--- src/rtl/mem_arbiter.sv ---
// Two-port arbiter in front of a single synchronous memory, with lockable bursts capped at MAX_BURST.
// Latency: grant and memory command are combinational from req; read data returns one cycle after grant.
// Backpressure: a requester holds req until it sees gnt; with MEM_ARB_FIXED_PRIO_EN defined, contention in IDLE always favours port 0.
module mem_arbiter #(
    parameter int ADDR_WIDTH = 8,
    parameter int DATA_WIDTH = 8,
    parameter int MAX_BURST  = 4
) (
    input  logic                  clk,
    input  logic                  rst,
    input  logic                  r0_req,
    input  logic                  r0_we,
    input  logic                  r0_lock,
    input  logic [ADDR_WIDTH-1:0] r0_addr,
    input  logic [DATA_WIDTH-1:0] r0_wdata,
    input  logic                  r1_req,
    input  logic                  r1_we,
    input  logic                  r1_lock,
    input  logic [ADDR_WIDTH-1:0] r1_addr,
    input  logic [DATA_WIDTH-1:0] r1_wdata,
    output logic                  r0_gnt,
    output logic                  r1_gnt,
    output logic                  r0_rvalid,
    output logic [DATA_WIDTH-1:0] r0_rdata,
    output logic                  r1_rvalid,
    output logic [DATA_WIDTH-1:0] r1_rdata,
    output logic                  mem_en,
    output logic                  mem_we,
    output logic [ADDR_WIDTH-1:0] mem_addr,
    output logic [DATA_WIDTH-1:0] mem_din,
    input  logic [DATA_WIDTH-1:0] mem_dout,
    output logic [1:0]            state_leds
);

    localparam logic [1:0] ST_IDLE = 2'd0;
    localparam logic [1:0] ST_OWN0 = 2'd1;
    localparam logic [1:0] ST_OWN1 = 2'd2;

    // Burst counter is 8 bits wide, enough for the largest legal MAX_BURST.
    localparam logic [7:0] MAX_CNT = 8'(MAX_BURST);

    logic [1:0] state_q, state_d;
    logic [7:0] burst_cnt_q, burst_cnt_d;
    logic       last_winner_q, last_winner_d;
    logic       r0_rvalid_q, r0_rvalid_d;
    logic       r1_rvalid_q, r1_rvalid_d;

    logic       gnt0, gnt1;
    logic       any_gnt;
    logic       win_lock;
    logic       win_we;

    // Grant selection: IDLE arbitrates, OWNn only serves its owner; reset masks all grants.
    always_comb begin
        gnt0 = 1'b0;
        gnt1 = 1'b0;
        case (state_q)
            ST_IDLE: begin
                if (r0_req && r1_req) begin
`ifdef MEM_ARB_FIXED_PRIO_EN
                    gnt0 = 1'b1;
`else
                    // Round robin: the port that did not win last time goes first.
                    if (last_winner_q) begin
                        gnt0 = 1'b1;
                    end else begin
                        gnt1 = 1'b1;
                    end
`endif
                end else begin
                    gnt0 = r0_req;
                    gnt1 = r1_req;
                end
            end
            ST_OWN0: gnt0 = r0_req;
            ST_OWN1: gnt1 = r1_req;
            default: begin
                gnt0 = 1'b0;
                gnt1 = 1'b0;
            end
        endcase
        if (rst) begin
            gnt0 = 1'b0;
            gnt1 = 1'b0;
        end
    end

    assign any_gnt  = gnt0 | gnt1;
    assign win_lock = gnt1 ? r1_lock : r0_lock;
    assign win_we   = gnt1 ? r1_we : r0_we;

    // Next state, burst accounting and round-robin history.
    always_comb begin
        state_d       = state_q;
        burst_cnt_d   = burst_cnt_q;
        last_winner_d = last_winner_q;
        if (any_gnt) begin
            last_winner_d = gnt1;
            // The count includes the grant being issued now, so the MAX_BURST-th grant releases.
            burst_cnt_d   = (state_q == ST_IDLE) ? 8'd1 : (burst_cnt_q + 8'd1);
            if (win_lock && (burst_cnt_d < MAX_CNT)) begin
                state_d = gnt1 ? ST_OWN1 : ST_OWN0;
            end else begin
                state_d = ST_IDLE;
            end
        end else begin
            case (state_q)
                ST_IDLE: state_d = ST_IDLE;
                // Owner idle without a grant: keep ownership only while it still asserts lock.
                ST_OWN0: state_d = r0_lock ? ST_OWN0 : ST_IDLE;
                ST_OWN1: state_d = r1_lock ? ST_OWN1 : ST_IDLE;
                default: state_d = ST_IDLE;
            endcase
        end
    end

    // A granted read returns data on the following cycle, when the memory presents it.
    always_comb begin
        r0_rvalid_d = gnt0 & ~r0_we;
        r1_rvalid_d = gnt1 & ~r1_we;
    end

    // State registers; reset leaves last_winner at 1 so port 0 wins the first contest.
    always_ff @(posedge clk or posedge rst) begin
        if (rst) begin
            state_q       <= ST_IDLE;
            burst_cnt_q   <= 8'd0;
            last_winner_q <= 1'b1;
            r0_rvalid_q   <= 1'b0;
            r1_rvalid_q   <= 1'b0;
        end else begin
            state_q       <= state_d;
            burst_cnt_q   <= burst_cnt_d;
            last_winner_q <= last_winner_d;
            r0_rvalid_q   <= r0_rvalid_d;
            r1_rvalid_q   <= r1_rvalid_d;
        end
    end

    assign r0_gnt     = gnt0;
    assign r1_gnt     = gnt1;
    assign mem_en     = any_gnt;
    assign mem_we     = any_gnt & win_we;
    assign mem_addr   = gnt1 ? r1_addr : r0_addr;
    assign mem_din    = gnt1 ? r1_wdata : r0_wdata;
    assign r0_rvalid  = r0_rvalid_q;
    assign r1_rvalid  = r1_rvalid_q;
    assign r0_rdata   = mem_dout;
    assign r1_rdata   = mem_dout;
    assign state_leds = state_q;

endmodule

--- config.mk ---
export PLATFORM = sky130hd
export DESIGN_NAME = mem_arbiter
export DESIGN_NICKNAME = d
export VERILOG_FILES = /design/src/rtl/mem_arbiter.sv
export SDC_FILE = /design/constraint.sdc
export NUM_CORES = 1
export LEC_CHECK = 0
export ABC_AREA = 1
export CORE_UTILIZATION = 38
export CTS_BUF_LIST = sky130_fd_sc_hd__clkbuf_4
export DETAILED_ROUTE_END_ITERATION = 16
export GPL_TIMING_DRIVEN = 0
export PLACE_DENSITY_LB_ADDON = 0.1
export SLEW_MARGIN = 15
export SYNTH_ARGS = -nofsm -noshare
export SYNTH_HDL_FRONTEND = slang
export SYNTH_SLANG_ARGS = --single-unit
--- constraint.sdc ---
create_clock -name clk -period 3.3 [get_ports clk]
set_input_delay 0.66 -clock clk [delete_from_list [all_inputs] [get_ports clk]]
set_output_delay 0.66 -clock clk [all_outputs]
set_load 0.05 [all_outputs]
# Yosys cells after proc, flatten, opt, wreduce, memory -nomap -nowiden
# Cells that the tools add are included.
# totals
regBits	13
in_bits	48
word_cells	37
# classes
n_addsub	1
magnitude_cmp	1
eq_ne	2
mux	19
n_bitwise	6
n_reduce_logical	3
# ops
op	count
8-bit two-way mux	3
1-bit two-way mux	9
8-bit by 1-bit adder with 8-bit output, second input constant	1
8-bit by 3-bit < comparator with 1-bit output, second input constant	1
2-bit two-way mux	4
1-bit case mux with 2 select lines	2
2-bit case mux with 2 select lines	1
1-bit AND	3
2-bit by 1-bit equality test with 1-bit output, second input constant	1
2-bit equality test, second input constant	1
1-bit logical AND	2
2-bit logical NOT	1
1-bit inverter	2
1-bit OR	1

# Depth between registers and ports, before layout
# logic_depth
word_depth	8
ltp_mapped	10

# Least setup slack after synthesis
# Ideal clock, no wire load.
# synth_path
kind	input-to-output
from	input rst
to	output mem_we
arrival_ns	2.117
required_time_ns	2.640
slack_ns	0.523
path_stages	7
path_cell_list	inv_1 nand3_2 inv_1 nand2_1 nand2_1 o21ai_0 inv_1
# synth_between
elab_chain_len	3
word_cells_on_any_way	5
# synth_rtl
item	line	rtl
start: declaration	10	input logic rst,
1-bit two-way mux	82	if (rst) begin
named net r0_gnt	21	output logic r0_gnt,
1-bit OR	88	assign any_gnt = gnt0 | gnt1;
1-bit AND	143	assign mem_we = any_gnt & win_we;
end: declaration	28	output logic mem_we,
# The timed path passes the listed nets, and every way through them passes these cells.

# Final worst setup path
# layout_path
from	input r1_req
to	output mem_en
# layout_between
elab_chain_len	5
word_cells_on_any_way	8
# layout_rtl
item	line	rtl
start: declaration	16	input logic r1_req,
1-bit logical AND	59	if (r0_req && r1_req) begin
1-bit two-way mux	59	
1-bit case mux with 2 select lines	57	case (state_q)
1-bit two-way mux	82	
1-bit OR (*)	88	
end: declaration	27	output logic mem_en,
# Every way passes the cells marked *; elsewhere a longest branch is shown, timed or not.

==> results.py <==
metrics = {
    "floorplanning": {
        "die_x_um": 58.17,
        "die_h_um": 58.17,
        "row_count": 20,
        "start_util_pct": 39.59,
        "ios": 88,
        "die_area_um2": 3383,
        "core_um2": 3028,
    },
    "place": {
        "routabilityCongestion": 0.7994,
        "portBuffers": 79,
        "pre_cts_ws_ns": -0.3818,
        "dp.final_hpwl_um": 2632,
    },
    "worst_setup_path": {
        "cp_data_required_time_ns": 2.64,
        "path_class": "in2out",
        "r2r_slack_ns": 1.66,
        "r2r-start": "state_leds[0]$_DFF_PP0_",
        "crit_fanout": 5,
        "crit_arrival_ns": 2.41,
        "end_kind": "primary output",
        "cp-startpoint": "r1_req",
        "crit_path_start_kind": "input pin",
    },
    "sta": {
        "worst_slack_ns": 0.2289,
        "finalSetupViolations": 0,
        "period_needed_ns": 3.071,
        "clock_skew_ns": 0.01480,
        "fmax_mhz": 325.6,
        "max_slew_margin_pct": 63.77,
        "drv_slew": 0,
        "hold_viol_final": 0,
        "fin_crit_sh_pct": 93.06,
        "rsz0062_at_grt": "false",
        "tightest_slew_ns": 0.5418,
    },
    "yosys": {
        "ys_types": 22,
        "synthArstFlopShare_pct": 100.0,
        "synth_common_cells": "nand2_1 (77), buf_4 (17), inv_1 (15), dfrtp_1 (12), nor2_1 (8)",
        "yosysSeqAreaShare_pct": 27.24,
        "synth.top_cells.by_area": "dfrtp_1 (25%), nand2_1 (24%), buf_4 (11%)",
        "synth_area_um2": 1199,
        "synth_nets": 229,
        "synth_top_area_share_pct": 25.05,
        "yosysMostFrequentCell": "nand2_1",
        "synth_seq_cells": 13,
        "synth_area_leader_cell": "dfrtp_1",
        "yosys_warnings": 0,
        "synth_area_per_cell_um2": 6.772,
        "synthFlopType": "dfrtp_1",
        "synthCells": 177,
        "synth_edf_count": 0,
    },
    "grt": {
        "grt_pass1_vias": 1247,
        "grt_pass1_wl_um": 4885,
        "overflow": 0,
        "antenna_found_initial": 0,
        "grt_usage_pct": 18.34,
        "grt_max_degree": 16,
    },
    "route": {
        "via_per_inst": 4.403,
        "wire_per_inst_um": 10.38,
        "drt_iter0_drc": 69,
        "drt-total-wl_um": 3196,
        "drt.antenna.violating_nets": 0,
        "vias": 1356,
        "drc": 0,
        "first_pass_iters": 5,
    },
    "clock_tree": {
        "clk_latency_ns": 0.29,
        "clock_path_buffers": 2,
        "htree_num_levels": 1,
        "cts_sinks": 13,
        "root_buffer": "clkbuf_4",
        "cts_tree": "built",
        "numCtsBuffers": 3,
        "clk_pin_slew_ns": 0.09,
    },
    "finish": {
        "final_nets": 317,
        "drive_gt1_share_pct": 26.89,
        "syn_to_final_growth_pct": 77.35,
        "diodes": 0,
    },
    "job": {
        "maxCapViolations": 0,
    },
    "status": {
        "status": "complete, no violations",
    },
    "power_and_ir_drop": {
        "power.density_nw_per_um2": 391.0,
        "fin_total_pwr_w": 0.0008312,
        "ir_worst_vdd_v": 0.0002145,
        "p_leak_nw": 1.028,
    },
    "worst_hold_path": {
        "holdCritStartpoint": "burst_cnt_q[7]$_DFFE_PP0N_",
        "hp-class": "reg2reg",
    },
}
worst paths after layout:
kind / endpoint / cells after the start
worst max-delay path: mem_en / 7
worst min-delay path: burst_cnt_q[7]$_DFFE_PP0N_ / 2
worst max register to register: state_leds[1]$_DFF_PP0_ / 10
worst min register to register: burst_cnt_q[7]$_DFFE_PP0N_ / 2
max in group asynchronous: burst_cnt_q[6]$_DFFE_PP0N_ / 3
min in group asynchronous: r0_rvalid$_DFF_PP0_ / 2
state kept, by name, indices dropped and copies added (netlist names):
register,cells
r0_rvalid,1
state_leds,2
last_winner_q,1
r1_rvalid,1
burst_cnt_q,8
layer usage:
metal  up-vias  wire [um]  global-route usage [%]
met2        54       1562                   31.53
met3         7        230                   5.580
met1       589       1352                   21.12
met5         -          0                       0
li1        706          -                       -
met4         0         50                   7.483
power breakdown:
part | switching [W] | total [W] | internal (W)
Sequential | 0.0000230 | 0.000208 | 0.000185
Clock | 0.0000563 | 0.000101 | 0.0000450
Combinational | 0.000335 | 0.000522 | 0.000188
Total | 0.000414 | 0.000831 | 0.000417
cell type report:
cell class	instances	area, um^2
fill	276	902.1
timing repair buffer	83	840.8
multi-input combinational	127	654.4
sequential	13	326.6
buffer	20	148.9
inverter	17	72.57
tap	44	55.05
clock buffer	3	22.52
clock inverter	1	5.005
cell families after synthesis:
family / Yosys count / share of synthesized area (%)
simple gates: 109 / 42.17
buf+inv: 37 / 18.16
compound gates: 14 / 8.246
flops: 13 / 27.24
fa+ha+maj: 4 / 4.176
critical path, stage by stage:
cell and delay, ns:
clkdlybuf4s50_1 0.46, nand2_1 0.10, nand2_1 0.05, nand2_1 0.08, nand3_2 0.12, nand2_4 0.12, clkdlybuf4s50_1 0.81
metrics by stage:
stage	instance area, um^2	setup TNS (ns)	instances	util [%]	hold WS (ns)
global route	2126	0	308	70.21	0.5320
global placement	2044	-5.430	300	67.52	0.4897
finish	2126	0	308	70.21	0.5125
floorplan	1199	0	177	-	0.4778
detailed placement	2044	-5.721	300	67.52	0.4921
CTS	2096	0	304	69.21	0.5140
layout by cell type (no fill, tap or decap), drive strengths merged:
cell type      count
inv               16
ha                 4
nand4              2
dlygate4sd2        1
dfrtp             12
clkbuf             3
nand2             82
nor2              12
clkdlybuf4s50     61
clkdlybuf4s15     17
o21bai             1
a21oi              1
o21ai             12
dfstp              1
clkinv             1
clkinvlp           1
nand3             13
buf               24
what timing repair did:
item                                    CTS  global route
gates resized for setup                  53             0
pin swaps                                 0             0
endpoints found under the setup margin   20            19
buffers inserted                          0             4
hold buffers                              0             0
Note: power is estimated with default switching activity, not from simulation.
